<file path="config.mk">
export PLATFORM = sky130hd
export DESIGN_NAME = roi_shift_driver
export DESIGN_NICKNAME = d
export VERILOG_FILES = /design/src/rtl/roi_shift_driver.sv
export SDC_FILE = /design/constraint.sdc
export NUM_CORES = 1
export LEC_CHECK = 0
export CORE_MARGIN = 5
export CORE_UTILIZATION = 35
export DETAILED_ROUTE_END_ITERATION = 16
export PLACE_DENSITY = 0.6
export SYNTH_ARGS = -nofsm -noshare
export SYNTH_HDL_FRONTEND = slang
export SYNTH_SLANG_ARGS = --single-unit
</file>
<file path="constraint.sdc">
create_clock -name clk -period 1.85 [get_ports clk]
set_clock_uncertainty 0.15 [all_clocks]
set_input_delay 0.555 -clock clk [delete_from_list [all_inputs] [get_ports clk]]
set_output_delay 0.555 -clock clk [all_outputs]
set_load 0.01 [all_outputs]
</file>
<file path="src/rtl/roi_shift_driver.sv">
// ---------------------------------------------------------------------------
// roi_shift_driver
//
// Host end of the ROI harness serial protocol. A frame is accepted in IDLE,
// the latched stimulus is shifted out MSB first on di for N cycles while the
// harness response is shifted in from sdo, and then a single STROBE cycle
// makes the harness load its input vector and capture the ROI output. The
// response collected in frame F therefore belongs to the strobe of frame F-1.
//
// Parameters
//   N          frame length in bits (>= 2), equals the harness register width
//
// Ports
//   clk        clock, all state on the rising edge
//   rst_n      asynchronous active-low reset
//   start      frame request, taken only while ready=1
//   ready      high only in IDLE
//   tx_data    parallel stimulus, latched when start is accepted
//   rx_data    parallel response of the previous frame, held between strobes
//   rx_valid   one-cycle pulse in the STROBE cycle, rx_data valid
//   rx_stale   1 while no strobe has completed since reset (qualifies rx_valid)
//   di         serial data to the harness, 0 outside SHIFT
//   stb        harness load/capture strobe, high only in STROBE
//   sdo        serial data from the harness (the harness pin is "do", which
//              is a reserved word in SystemVerilog)
//   frame_cnt  completed-frame count, constant 0 unless the counter is built
//   state_dbg  current FSM state (IDLE=0, SHIFT=1, STROBE=2)
//
// Build option
//   ROI_SHIFT_DRIVER_FRAME_CNT_EN  when defined, frame_cnt counts STROBE
//   cycles and wraps 16'hFFFF -> 16'h0000; when undefined no counter exists.
//
// Handshake: a frame request is a single-cycle start/ready transfer; start is
// sampled only on a rising edge where ready=1, and is ignored otherwise.
// ---------------------------------------------------------------------------
module roi_shift_driver #(
    parameter int N = 256
) (
    input  logic         clk,
    input  logic         rst_n,
    input  logic         start,
    output logic         ready,
    input  logic [N-1:0] tx_data,
    output logic [N-1:0] rx_data,
    output logic         rx_valid,
    output logic         rx_stale,
    output logic         di,
    output logic         stb,
    input  logic         sdo,
    output logic [15:0]  frame_cnt,
    output logic [1:0]   state_dbg
);

    localparam int CW = $clog2(N);

    typedef enum logic [1:0] {
        ST_IDLE   = 2'd0,
        ST_SHIFT  = 2'd1,
        ST_STROBE = 2'd2
    } state_t;

    state_t        state;
    state_t        state_nxt;
    logic [CW-1:0] bit_cnt;
    logic [N-1:0]  tx_sr;
    logic [N-1:0]  rx_sr;
    logic          strobe_seen;
    logic          last_bit;

    // bit_cnt runs 0..N-1 inside SHIFT; N-1 fits in CW bits so it never wraps
    assign last_bit  = (bit_cnt == CW'(N - 1));
    assign state_dbg = state;

    // -----------------------------------------------------------------------
    // Next-state and output decode
    // -----------------------------------------------------------------------
    always_comb begin
        state_nxt = state;
        ready     = 1'b0;
        stb       = 1'b0;
        rx_valid  = 1'b0;
        di        = 1'b0;
        rx_stale  = ~strobe_seen;
        case (state)
            ST_IDLE: begin
                ready = 1'b1;
                if (start) state_nxt = ST_SHIFT;
            end
            ST_SHIFT: begin
                di = tx_sr[N-1];
                if (last_bit) state_nxt = ST_STROBE;
            end
            ST_STROBE: begin
                stb       = 1'b1;
                rx_valid  = 1'b1;
                state_nxt = ST_IDLE;
            end
            default: state_nxt = ST_IDLE;
        endcase
    end

    // -----------------------------------------------------------------------
    // State register and datapath
    // -----------------------------------------------------------------------
    always_ff @(posedge clk or negedge rst_n) begin
        if (!rst_n) begin
            state       <= ST_IDLE;
            bit_cnt     <= '0;
            tx_sr       <= '0;
            rx_sr       <= '0;
            rx_data     <= '0;
            strobe_seen <= 1'b0;
        end else begin
            state <= state_nxt;
            case (state)
                ST_IDLE: begin
                    if (start) begin
                        tx_sr   <= tx_data;
                        bit_cnt <= '0;
                    end
                end
                ST_SHIFT: begin
                    tx_sr <= {tx_sr[N-2:0], 1'b0};
                    // The bit sampled at the end of shift cycle k enters at
                    // position 0 and is pushed up N-1-k more times, so the
                    // first sample ends in rx position N-1.
                    rx_sr <= {rx_sr[N-2:0], sdo};
                    if (last_bit) begin
                        // Publish the complete response so rx_data is whole
                        // during the STROBE cycle and stable until the next.
                        rx_data <= {rx_sr[N-2:0], sdo};
                        bit_cnt <= '0;
                    end else begin
                        bit_cnt <= bit_cnt + CW'(1);
                    end
                end
                ST_STROBE: begin
                    strobe_seen <= 1'b1;
                end
                default: ;
            endcase
        end
    end

    // -----------------------------------------------------------------------
    // Completed-frame counter (optional)
    // -----------------------------------------------------------------------
`ifdef ROI_SHIFT_DRIVER_FRAME_CNT_EN
    logic [15:0] frame_cnt_q;

    always_ff @(posedge clk or negedge rst_n) begin
        if (!rst_n) begin
            frame_cnt_q <= '0;
        end else if (state == ST_STROBE) begin
            frame_cnt_q <= frame_cnt_q + 16'd1;
        end
    end

    assign frame_cnt = frame_cnt_q;
`else
    assign frame_cnt = 16'd0;
`endif

endmodule

</file>
==> reports/qor.yml <==
global_route:
  grtUsageTotal_pct: 17.56
  grt_first_pass_wirelength_mm: 134.0
  grt_max_degree: 72
  antenna_found_initial: 6
  grt-ovfl-total: 0
  grt_pass1_vias: 23106
timing:
  rsz0062_at_grt: "yes"
  period_needed_ns: 2.308
  holdWs_ns: 0.2093
  finalWorstSetupSlack_ns: -0.4576
  final_hold_viol_count: 0
  clock.fmax_mhz: 433.4
  setup_viol: 981
  drv_slew: 0
  timing.final.crit_share_pct: 124.7
drt:
  vias_per_cell: 4.664
  postRouteAntennaNets: 0
  wl_mm: 93.05
  vias: 22782
  drt_iter0_drc: 1303
  drtPass1Iterations: 6
  wl_per_cell_um: 19.05
  drcViolationCount: 0
critical_path:
  critical_path_required_ns: 1.14
  reg2reg_slack_ns: -0.34
  startpoint_type: "flop"
  crit_fanout: 2
  crit_arrival_ns: 1.60
  endpoint_kind: "output port"
  crit_type: "flop to output port"
yosys:
  synth_cell_types: 32
  synth_area_leaders: "dfrtp_1 62%, nand2_1 12%, mux2i_1 8.1%"
  synth_area_per_cell_um2: 11.21
  synth_top_area_share_pct: 61.84
  synth.yosys.seq_area_share_pct: 61.84
  synth_seq_cells: 778
  synth_top_area_cell: "dfrtp_1"
  syn_inst: 2807
  yosysWarnings: 0
  synth_area_um2: 31480
final_layout:
  nets: 3902
  syn_to_final_growth_pct: 46.87
  area.sequential_um2: 19470
  fin_area_um2: 46230
  fill_cells: 7752
  layout_common_cells: "957 x nand2_1, 778 x dfrtp_1, 258 x clkdlybuf4s50_1"
  final_common_cell: "nand2_1"
  final_cells: 4885
  drive_gt1_share_pct: 30.64
  multi_input_area_um2: 12120
floorplan:
  core-area_um2: 89600
  die_w_um: 309.9
  die_area_um2: 96040
  io_pins: 539
  rows: 110
  fp.dieH_um: 309.9
  start_util_pct: 35.13
placed_design:
  dp_cells: 4481
  portBuffers: 522
  place_congestion: 0.7781
  dpl.hpwl_mm: 57.90
  place_area_um2: 39340
power_and_ir_drop:
  power_density_nw_per_um2: 982.0
  finalPower_mw: 45.40
  vdd.ir_drop.worst_mv: 0.8196
  total_leakage_power_nw: 24.25
clock_tree:
  tritoncts: "done"
  clock_sinks: 778
  cts_root_buf: "clkbuf_16"
  htreeDepth: 3
  clock_latency_ns: 0.63
  cts_buffers: 86
  cts_buffer_depth: 3
  clkSlewWorstSetupHoldPaths_ns: 0.06
worst_hold_path:
  min_path_type: "primary input to asynchronous set/reset pin"
run_status:
  violations: "negative setup slack"
  status: "complete, but fails checks"
flow_run:
  maxCapViolations: 0
## worst max-delay path, stage by stage, from the launching register on
cell and delay [ns]:
dfrtp_1 0.39, buf_6 0.13, nor2b_4 0.12, buf_12 0.13
and2_4 0.14, buf_6 0.09
## state kept, by name, indices dropped and copies added (netlist names)
signal / cells
rx_sr: 255
bit_cnt: 8
state_dbg: 2
rx_data: 256
strobe_seen: 1
tx_sr: 256
## timing repair
action                                  4_1_cts  5_1_grt
buffers inserted                            108       74
hold buffers                                  1        0
resized for setup                          1305      354
endpoints found under the setup margin      827     1031
hold endpoints to repair                    153        0
pin swaps                                     2       46
gates cloned                                 21       50
## final timing paths
check / startpoint / end / depth (start not counted)
max: state_dbg[1] / di / 5
min in group clk: tx_sr[33] / tx_sr[33] / 2
max reg2reg: state_dbg[0] / rx_sr[165] / 12
max in group asynchronous: rst_n / rx_sr[192] / 4
min reg2reg: tx_sr[33] / tx_sr[33] / 2
min: rst_n / tx_sr[36] / 2
## Yosys cell counts, drive strengths merged
library cell and n:
buf 131, nand3 5, inv 4, clkbuf 59, a22oi 1, a31oi 1, a21oi 4, nand2 1027
and2 2, conb 1, and4 1, nand4 1, mux2 257, and3 1, o21ai 264, or2 1
nor2b 2, dfrtp 778, a22o 2, o21bai 1, o31a 1, nor2 5, nand2b 1, ha 1
mux2i 256
## cells by family after synthesis
| group | after synthesis | synth area share [%] |
|---|---|---|
| AND/OR/NAND/NOR | 1046 | 12.67 |
| buffers and inverters | 194 | 3.676 |
| multiplexers | 513 | 17.33 |
| other | 1 | 0.01191 |
| flip-flops | 778 | 61.84 |
| adder cells (fa/ha/maj) | 1 | 0.03974 |
| AO/OA/AOI/OAI | 274 | 4.424 |
## report_power, final
group	total (mW)	switching (mW)	internal, mW
registers	21.7	1.86	19.9
clock network	18.2	7.23	11.0
logic	5.41	2.44	2.97
total	45.4	11.5	33.9
## cell type report
type | instances | area share, %
Sequential cell | 778 | 42.11
Tap cell | 1176 | 3.183
Clock buffer | 128 | 5.605
Multi-Input combinational cell | 1850 | 26.21
Inverter | 4 | 0.03247
Antenna cell | 2 | 0.01082
Timing Repair Buffer | 921 | 21.83
Clock inverter | 26 | 1.020
## metal layers
metal / GRT usage (%) / wire length, um / vias to the layer above
met5: 0 / 45 / -
met4: 4.739 / 2044 / 6
met3: 4.424 / 5543 / 133
met2: 29.01 / 44690 / 538
met1: 23.27 / 40730 / 11195
li1: - / - / 10910
## metrics by stage
step / utilization (%) / setup WS, ns / setup TNS [ns]
after global placement: 43.90 / -0.2852 / -87.86
final: 51.60 / -0.4576 / -163.42
after detailed placement: 43.90 / -0.3059 / -101.04
after floorplan: - / -0.05227 / -8.388
after CTS: 48.57 / -0.4928 / -121.06
after global routing: 51.60 / -0.5504 / -243.20
No activity file was read; power rests on OpenSTA's default activity.
